===== src/rtl/battleship_pkg.sv =====
// -----------------------------------------------------------------------------
// battleship_pkg
// Shared definitions for the battleship front panel.
//   NUM_BTN         number of physical push buttons
//   BTN_*           bit index of each button inside the 6-bit button buses
//   rep_state_t     per-button auto-repeat state (IDLE, HOLD, REPEAT)
//   cnt_width()     width of a counter that must hold values 0..max_val-1
// -----------------------------------------------------------------------------
package battleship_pkg;

  localparam int NUM_BTN     = 6;

  localparam int BTN_UP      = 0;
  localparam int BTN_DOWN    = 1;
  localparam int BTN_LEFT    = 2;
  localparam int BTN_RIGHT   = 3;
  localparam int BTN_MOVE    = 4;
  localparam int BTN_CONFIRM = 5;

  typedef enum logic [1:0] {
    IDLE   = 2'd0,
    HOLD   = 2'd1,
    REPEAT = 2'd2
  } rep_state_t;

  // $clog2 of the largest count, never narrower than one bit so that a
  // parameter of 1 still yields a legal vector.
  function automatic int cnt_width(input int max_val);
    int w;
    w = $clog2(max_val);
    if (w < 1) w = 1;
    return w;
  endfunction

endpackage : battleship_pkg


===== src/rtl/btn_channel.sv =====
// -----------------------------------------------------------------------------
// btn_channel
// One button path: two-flop synchronizer, counting debouncer and an
// auto-repeat state machine that turns a debounced press into strobes.
//
// Parameters
//   DEBOUNCE_CYCLES  consecutive disagreeing synchronized cycles needed to
//                    flip the debounced level
//   REPEAT_DELAY     cycles from the press strobe to the first repeat strobe
//   REPEAT_RATE      cycles between later repeat strobes
//   REPEAT_EN        1 = auto-repeat enabled for this button
//
// Ports
//   clk    system clock, rising edge
//   rst    asynchronous active-high reset
//   raw    raw asynchronous button input
//   level  debounced button level
//   pulse  one-cycle strobe on press and on each auto-repeat
// -----------------------------------------------------------------------------
module btn_channel
  import battleship_pkg::*;
#(
  parameter int   DEBOUNCE_CYCLES = 500000,
  parameter int   REPEAT_DELAY    = 50000000,
  parameter int   REPEAT_RATE     = 20000000,
  parameter logic REPEAT_EN       = 1'b1
) (
  input  logic clk,
  input  logic rst,
  input  logic raw,
  output logic level,
  output logic pulse
);

  localparam int DEB_W   = cnt_width(DEBOUNCE_CYCLES);
  localparam int REP_MAX = (REPEAT_DELAY > REPEAT_RATE) ? REPEAT_DELAY : REPEAT_RATE;
  localparam int REP_W   = cnt_width(REP_MAX);

  localparam logic [DEB_W-1:0] DEB_LAST   = DEB_W'(DEBOUNCE_CYCLES - 1);
  localparam logic [REP_W-1:0] DELAY_LAST = REP_W'(REPEAT_DELAY - 1);
  localparam logic [REP_W-1:0] RATE_LAST  = REP_W'(REPEAT_RATE - 1);

  logic             sync_p0;
  logic             sync_p1;
  logic [DEB_W-1:0] deb_cnt;
  logic [REP_W-1:0] rep_cnt;
  rep_state_t       state;

  logic mismatch;
  logic deb_done;
  logic press;
  logic release_now;

  // The debounced level flips on the cycle the counter has already seen
  // DEBOUNCE_CYCLES-1 disagreeing cycles and the current one still disagrees.
  assign mismatch    = sync_p1 ^ level;
  assign deb_done    = mismatch && (deb_cnt == DEB_LAST);
  assign press       = deb_done && !level;
  assign release_now = deb_done && level;

  always_ff @(posedge clk or posedge rst) begin
    if (rst) begin
      sync_p0 <= 1'b0;
      sync_p1 <= 1'b0;
      deb_cnt <= '0;
      level   <= 1'b0;
      rep_cnt <= '0;
      pulse   <= 1'b0;
      state   <= IDLE;
    end else begin
      // stage p0/p1: metastability synchronizer
      sync_p0 <= raw;
      sync_p1 <= sync_p0;

      // debounce: counter only runs while the input disagrees with level
      if (!mismatch) begin
        deb_cnt <= '0;
      end else if (deb_done) begin
        deb_cnt <= '0;
        level   <= ~level;
      end else if (deb_cnt != '1) begin
        deb_cnt <= deb_cnt + 1'b1;
      end

      // auto-repeat FSM; pulse defaults low so every strobe is one cycle
      pulse <= 1'b0;
      case (state)
        IDLE: begin
          rep_cnt <= '0;
          if (press) begin
            pulse <= 1'b1;
            state <= HOLD;
          end
        end

        HOLD: begin
          // A release wins over a repeat falling due on the same cycle.
          if (release_now) begin
            state   <= IDLE;
            rep_cnt <= '0;
          end else if (REPEAT_EN && (rep_cnt == DELAY_LAST)) begin
            pulse   <= 1'b1;
            state   <= REPEAT;
            rep_cnt <= '0;
          end else if (rep_cnt != '1) begin
            // Saturates while a non-repeating button stays held.
            rep_cnt <= rep_cnt + 1'b1;
          end
        end

        REPEAT: begin
          if (release_now) begin
            state   <= IDLE;
            rep_cnt <= '0;
          end else if (rep_cnt == RATE_LAST) begin
            pulse   <= 1'b1;
            rep_cnt <= '0;
          end else if (rep_cnt != '1) begin
            rep_cnt <= rep_cnt + 1'b1;
          end
        end

        default: begin
          state   <= IDLE;
          rep_cnt <= '0;
        end
      endcase
    end
  end

endmodule : btn_channel


===== src/rtl/input_conditioner.sv =====
// -----------------------------------------------------------------------------
// input_conditioner
// Conditions the six front-panel buttons of the battleship game: each raw
// button is synchronized, debounced and turned into a press/auto-repeat strobe
// for the game controller. Buttons are fully independent of each other.
//
// Parameters
//   DEBOUNCE_CYCLES  stable synchronized cycles to accept a change
//   REPEAT_DELAY     cycles from press strobe to first repeat strobe
//   REPEAT_RATE      cycles between subsequent repeat strobes
//   REPEAT_MASK      per-button auto-repeat enable
//
// Ports
//   clk        system clock (100 MHz), rising edge
//   rst        asynchronous active-high reset
//   btn_raw    raw buttons: up, down, left, right, player_move, confirm_amount
//   btn_level  debounced level per button
//   btn_pulse  single-cycle press/repeat strobe per button
// -----------------------------------------------------------------------------
module input_conditioner
  import battleship_pkg::*;
#(
  parameter int                 DEBOUNCE_CYCLES = 500000,
  parameter int                 REPEAT_DELAY    = 50000000,
  parameter int                 REPEAT_RATE     = 20000000,
  parameter logic [NUM_BTN-1:0] REPEAT_MASK     = 6'b001111
) (
  input  logic               clk,
  input  logic               rst,
  input  logic [NUM_BTN-1:0] btn_raw,
  output logic [NUM_BTN-1:0] btn_level,
  output logic [NUM_BTN-1:0] btn_pulse
);

  for (genvar i = 0; i < NUM_BTN; i++) begin : g_ch
    btn_channel #(
      .DEBOUNCE_CYCLES (DEBOUNCE_CYCLES),
      .REPEAT_DELAY    (REPEAT_DELAY),
      .REPEAT_RATE     (REPEAT_RATE),
      .REPEAT_EN       (REPEAT_MASK[i])
    ) u_ch (
      .clk   (clk),
      .rst   (rst),
      .raw   (btn_raw[i]),
      .level (btn_level[i]),
      .pulse (btn_pulse[i])
    );
  end

endmodule : input_conditioner

===== config.mk =====
export PLATFORM = sky130hd
export DESIGN_NAME = input_conditioner
export DESIGN_NICKNAME = d
export VERILOG_FILES = /design/src/rtl/battleship_pkg.sv /design/src/rtl/btn_channel.sv /design/src/rtl/input_conditioner.sv
export SDC_FILE = /design/constraint.sdc
export NUM_CORES = 1
export LEC_CHECK = 0
export ABC_AREA = 1
export BUFFER_PORTS_ARGS = -buffer_cell sky130_fd_sc_hd__clkbuf_2
export CAP_MARGIN = 20
export CORE_MARGIN = 4
export CORE_UTILIZATION = 35
export DETAILED_ROUTE_END_ITERATION = 10
export SETUP_SLACK_MARGIN = 0.5
export SYNTH_ARGS = -nofsm -noshare
export SYNTH_HDL_FRONTEND = slang
export SYNTH_SLANG_ARGS = --single-unit

===== constraint.sdc =====
create_clock -name clk -period 13.2 [get_ports clk]
set_clock_uncertainty 0.15 [all_clocks]
set_input_delay 2.64 -clock clk [delete_from_list [all_inputs] [get_ports clk]]
set_output_delay 2.64 -clock clk [all_outputs]
set_load 0.005 [all_outputs]

==> qor.csv <==
metric,value,unit
status,"complete, no violations",
final instance area,17900,sq um
area growth from synthesis to final layout,9.82,%
required arrival time at the worst endpoint,13.62,ns
clk buf depth,3,
post-synthesis async set-or-reset flop share,1.00,
clock slew at the register clock pins of the worst setup and hold paths,0.06,ns
slew at the pin closest to its max-slew limit,1.02,ns
number of global-route vias before repair,14200,
port bufs,19,
Leak Pwr,8.25,nW
proportion of power drawn by the clock network,0.514,
synthesized netlist net count,2372,
data arrival time at the worst-slack endpoint,5.00,ns
share of final-layout standard cells stronger than drive strength 1,0.0927,
Avg Synthesized Cell Area,6.97,sq um
Slew Limit Fails,0,
class of the most critical hold timing path,register to register,
internal power component,1.33,mW
number of routed nets with antenna violations,0,
Final Hold Violating Endpoints,0,
DRC violation count after routing,0,
All-Layer GR Usage,0.151,
number of antenna violations at the first check in global routing,0,
cell with the most instances on the worst path,buf_4,
filler cell count in the final layout,4705,
largest vdd supply drop,0.0844,mV
io pins,20,
WS Path Type,primary input to async pin,
RePlAce Congestion,0.914,
post-synthesis sequential area ratio,0.387,
final critical delay including setup and external delays,4.58,ns
Gate Count Post-Synth,2338,
largest driver fanout on the critical path,124,
"EDFF count, synth",0,
CTS Hold Buffers Added,0,
switching component of the power,362,uW
number of iterations in the first detailed-routing pass,5,
accumulated negative setup slack,0,ns
cell chosen for the clock root,clkbuf_16,
hold slack,0.203,ns
remaining max-slew budget at the tightest pin,0.316,
number of endpoints failing setup at the final stage,0,
count of inserted antenna diode cells,0,
Final Net Count,2383,
RSZ-0062 raised after global routing,no,
clock latency on the worst-skew pair,0.57,ns
placement-stage cell area,16800,sq um
post-synthesis cell area,16300,sq um
via density per instance,4.95,
crit path max-delay cell type,buf_4,
global-route wire length before repair,66.2,mm
remaining global-route overflow,0,
Final WS setup,8.62,ns
Comb power frac,0.022,
total of flip-flops plus latches after synthesis,252,
synth warn,0,
Buffers & Inverters on Critical Path,4,
delay of the slowest cell on the worst path,0.82,ns
commonest register cell after synthesis,dfrtp_1,
placeable core region,45700,sq um
initial cell density of the core,0.357,
total number of H-tree levels,1,
Netlist cell types,51,
CP endpoint kind,async pin,
switch share,0.214,
total clock buffers created by CTS,30,
max cap viols,0,
iteration-0 DRC count of the detailed router,1198,
Power per Cell Area,94.4,nW/um^2
cells along the critical path,"clkbuf_2, inv_8, buf_4, buf_4",
total half-perimeter wirelength after legalization and detailed placement,27.1,mm
non-filler instance count after layout,2972,
maximum achievable frequency,0.218,GHz
die span in x,224,um
cell count after placement,2917,
kind of launch point of the worst setup path,primary input,
total via count after detailed routing,14700,
portion of total power attributed to sequential cells,0.465,
post-CTS repair timing setup buffer count,0,
pin count of the biggest net entering global routing,125,
area of the die,50100,sq um
routed wirelength normalized by instance count,12.7,um
post-route clock period utilization,0.347,
TritonCTS sink count,252,
Worst path top cell family by delay,buffers and inverters,
worst setup slack before clock tree synthesis,7.77,ns
vertical extent of the die,224,um
total length of routed wires,37.8,mm
FP Rows,78,
CTS tree,done,
count of instances resized after the clock tree is built,0,
## synthesized netlist by cell type (4+ instances only)
master	number	area, sq um
nand3b_1	10	75.1
inv_2	15	56.3
a31o_2	6	52.6
nor3_2	4	40.0
dfrtp_1	252	6310
nand2_4	4	45.0
xnor2_1	8	70.1
nor2_2	53	332
nor3_1	63	315
nand3_1	227	1140
inv_1	310	1160
nand2_1	581	2180
buf_2	9	45.0
nor2_4	6	67.6
ha_1	26	325
buf_6	8	90.1
or2_2	24	150
o21ai_0	47	235
o21ai_1	13	65.1
nand3_2	6	60.1
o21ai_2	7	61.3
o31ai_1	13	97.6
xor2_1	53	464
nor2_1	370	1390
clkbuf_1	7	26.3
nand2_2	18	113
a21oi_1	44	220
nand4_1	104	651
buf_4	14	105
## cell families (layout without fill, tap and decap cells)
group / count (synthesis) / in the layout / share of synthesized area
AND/OR/NAND/NOR: 1485 / 1485 / 0.412
buffers and inverters: 369 / 403 / 0.0953
flip-flops: 252 / 252 / 0.387
AO/OA/AOI/OAI: 141 / 141 / 0.0498
XOR/XNOR: 62 / 62 / 0.0338
adder cells (fa/ha/maj): 26 / 26 / 0.0200
multiplexers: 3 / 3 / 0.00184
## stage by stage
| stage | utilization | power [mW] |
|---|---|---|
| final | 0.392 | 1.69 |
| after global routing | 0.392 | 1.76 |
| after CTS | 0.392 | 1.72 |
| after detailed placement | 0.369 | 0.838 |
| after global placement | 0.369 | 0.837 |
| after floorplan | - | 0.825 |
## area by class of cell
type                            instances  area (sq um)  share of cell area
Multi-Input combinational cell       1717          8430               0.471
Clock inverter                          8           121             0.00678
Tap cell                              600           751              0.0420
Inverter                              327          1230              0.0690
Clock buffer                           47           936              0.0523
Sequential cell                       252          6310               0.352
Timing Repair Buffer                   21           110             0.00615
## path summary, 6_finish.rpt
kind                       slack [ns]                                  end                                start  cells past startpoint
hold / removal                   0.20       g_ch[5].u_ch.sync_p1$_DFF_PP0_       g_ch[5].u_ch.sync_p0$_DFF_PP0_                      0
min in group asynchronous        2.13       g_ch[2].u_ch.sync_p1$_DFF_PP0_                                  rst                      2
setup / recovery                 8.62  g_ch[3].u_ch.deb_cnt[2]$_DFFE_PP0P_                                  rst                      4
setup reg to reg                10.51  g_ch[0].u_ch.deb_cnt[1]$_DFFE_PP0P_  g_ch[0].u_ch.deb_cnt[0]$_DFFE_PP0P_                      8
max in group clk                 9.16                         btn_level[0]       g_ch[0].u_ch.level$_DFFE_PP0P_                      1
hold reg to reg                  0.20       g_ch[5].u_ch.sync_p1$_DFF_PP0_       g_ch[5].u_ch.sync_p0$_DFF_PP0_                      0
## per-layer routing
metal	up-vias	part of all wire	routed length, um	track usage
met2	284	0.46	17300	0.252
met1	6872	0.48	18300	0.209
met3	52	0.041	1530	0.0181
met5	-	0	0	0
li1	7501	-	-	-
met4	0	0.020	757	0.0412
## state kept, by name, summed over array words and instances, names as in the netlist
register	count
g_ch.u_ch.deb_cnt	114
g_ch.u_ch.state	10
g_ch.u_ch.sync_p1	6
g_ch.u_ch.sync_p0	6
g_ch.u_ch.rep_cnt	104
g_ch.u_ch.level	6
g_ch.u_ch.pulse	6
## cell usage in the layout (no fill, tap or decap), types with 6 or more instances in the layout
| cell type | instances |
|---|---|
| nor2_2 | 53 |
| ha_1 | 26 |
| nand4_1 | 104 |
| nand3_2 | 6 |
| o21ai_0 | 47 |
| a31o_2 | 6 |
| o31ai_1 | 13 |
| nand3b_1 | 10 |
| o21ai_1 | 13 |
| nand2_2 | 18 |
| dfrtp_1 | 252 |
| clkbuf_1 | 6 |
| nor2_1 | 370 |
| clkbuf_2 | 19 |
| o21ai_2 | 7 |
| nand2_1 | 581 |
| or2_2 | 24 |
| inv_2 | 15 |
| xnor2_1 | 8 |
| inv_1 | 309 |
| clkbuf_8 | 10 |
| clkbuf_16 | 31 |
| xor2_1 | 53 |
| nand3_1 | 227 |
| nor2_4 | 6 |
| a21oi_1 | 44 |
| nor3_1 | 63 |
## power by group through the flow
stage | registers (mW) | clock network (mW) | logic (mW)
2_1_floorplan | 0.798 | 0 | 0.0271
3_3_place_gp | 0.799 | 0 | 0.0378
3_5_place_dp | 0.799 | 0 | 0.0388
4_1_cts | 0.785 | 0.898 | 0.0388
5_1_grt | 0.786 | 0.931 | 0.0445
6_report | 0.785 | 0.868 | 0.0367
Power figures use the tool's default switching activity.
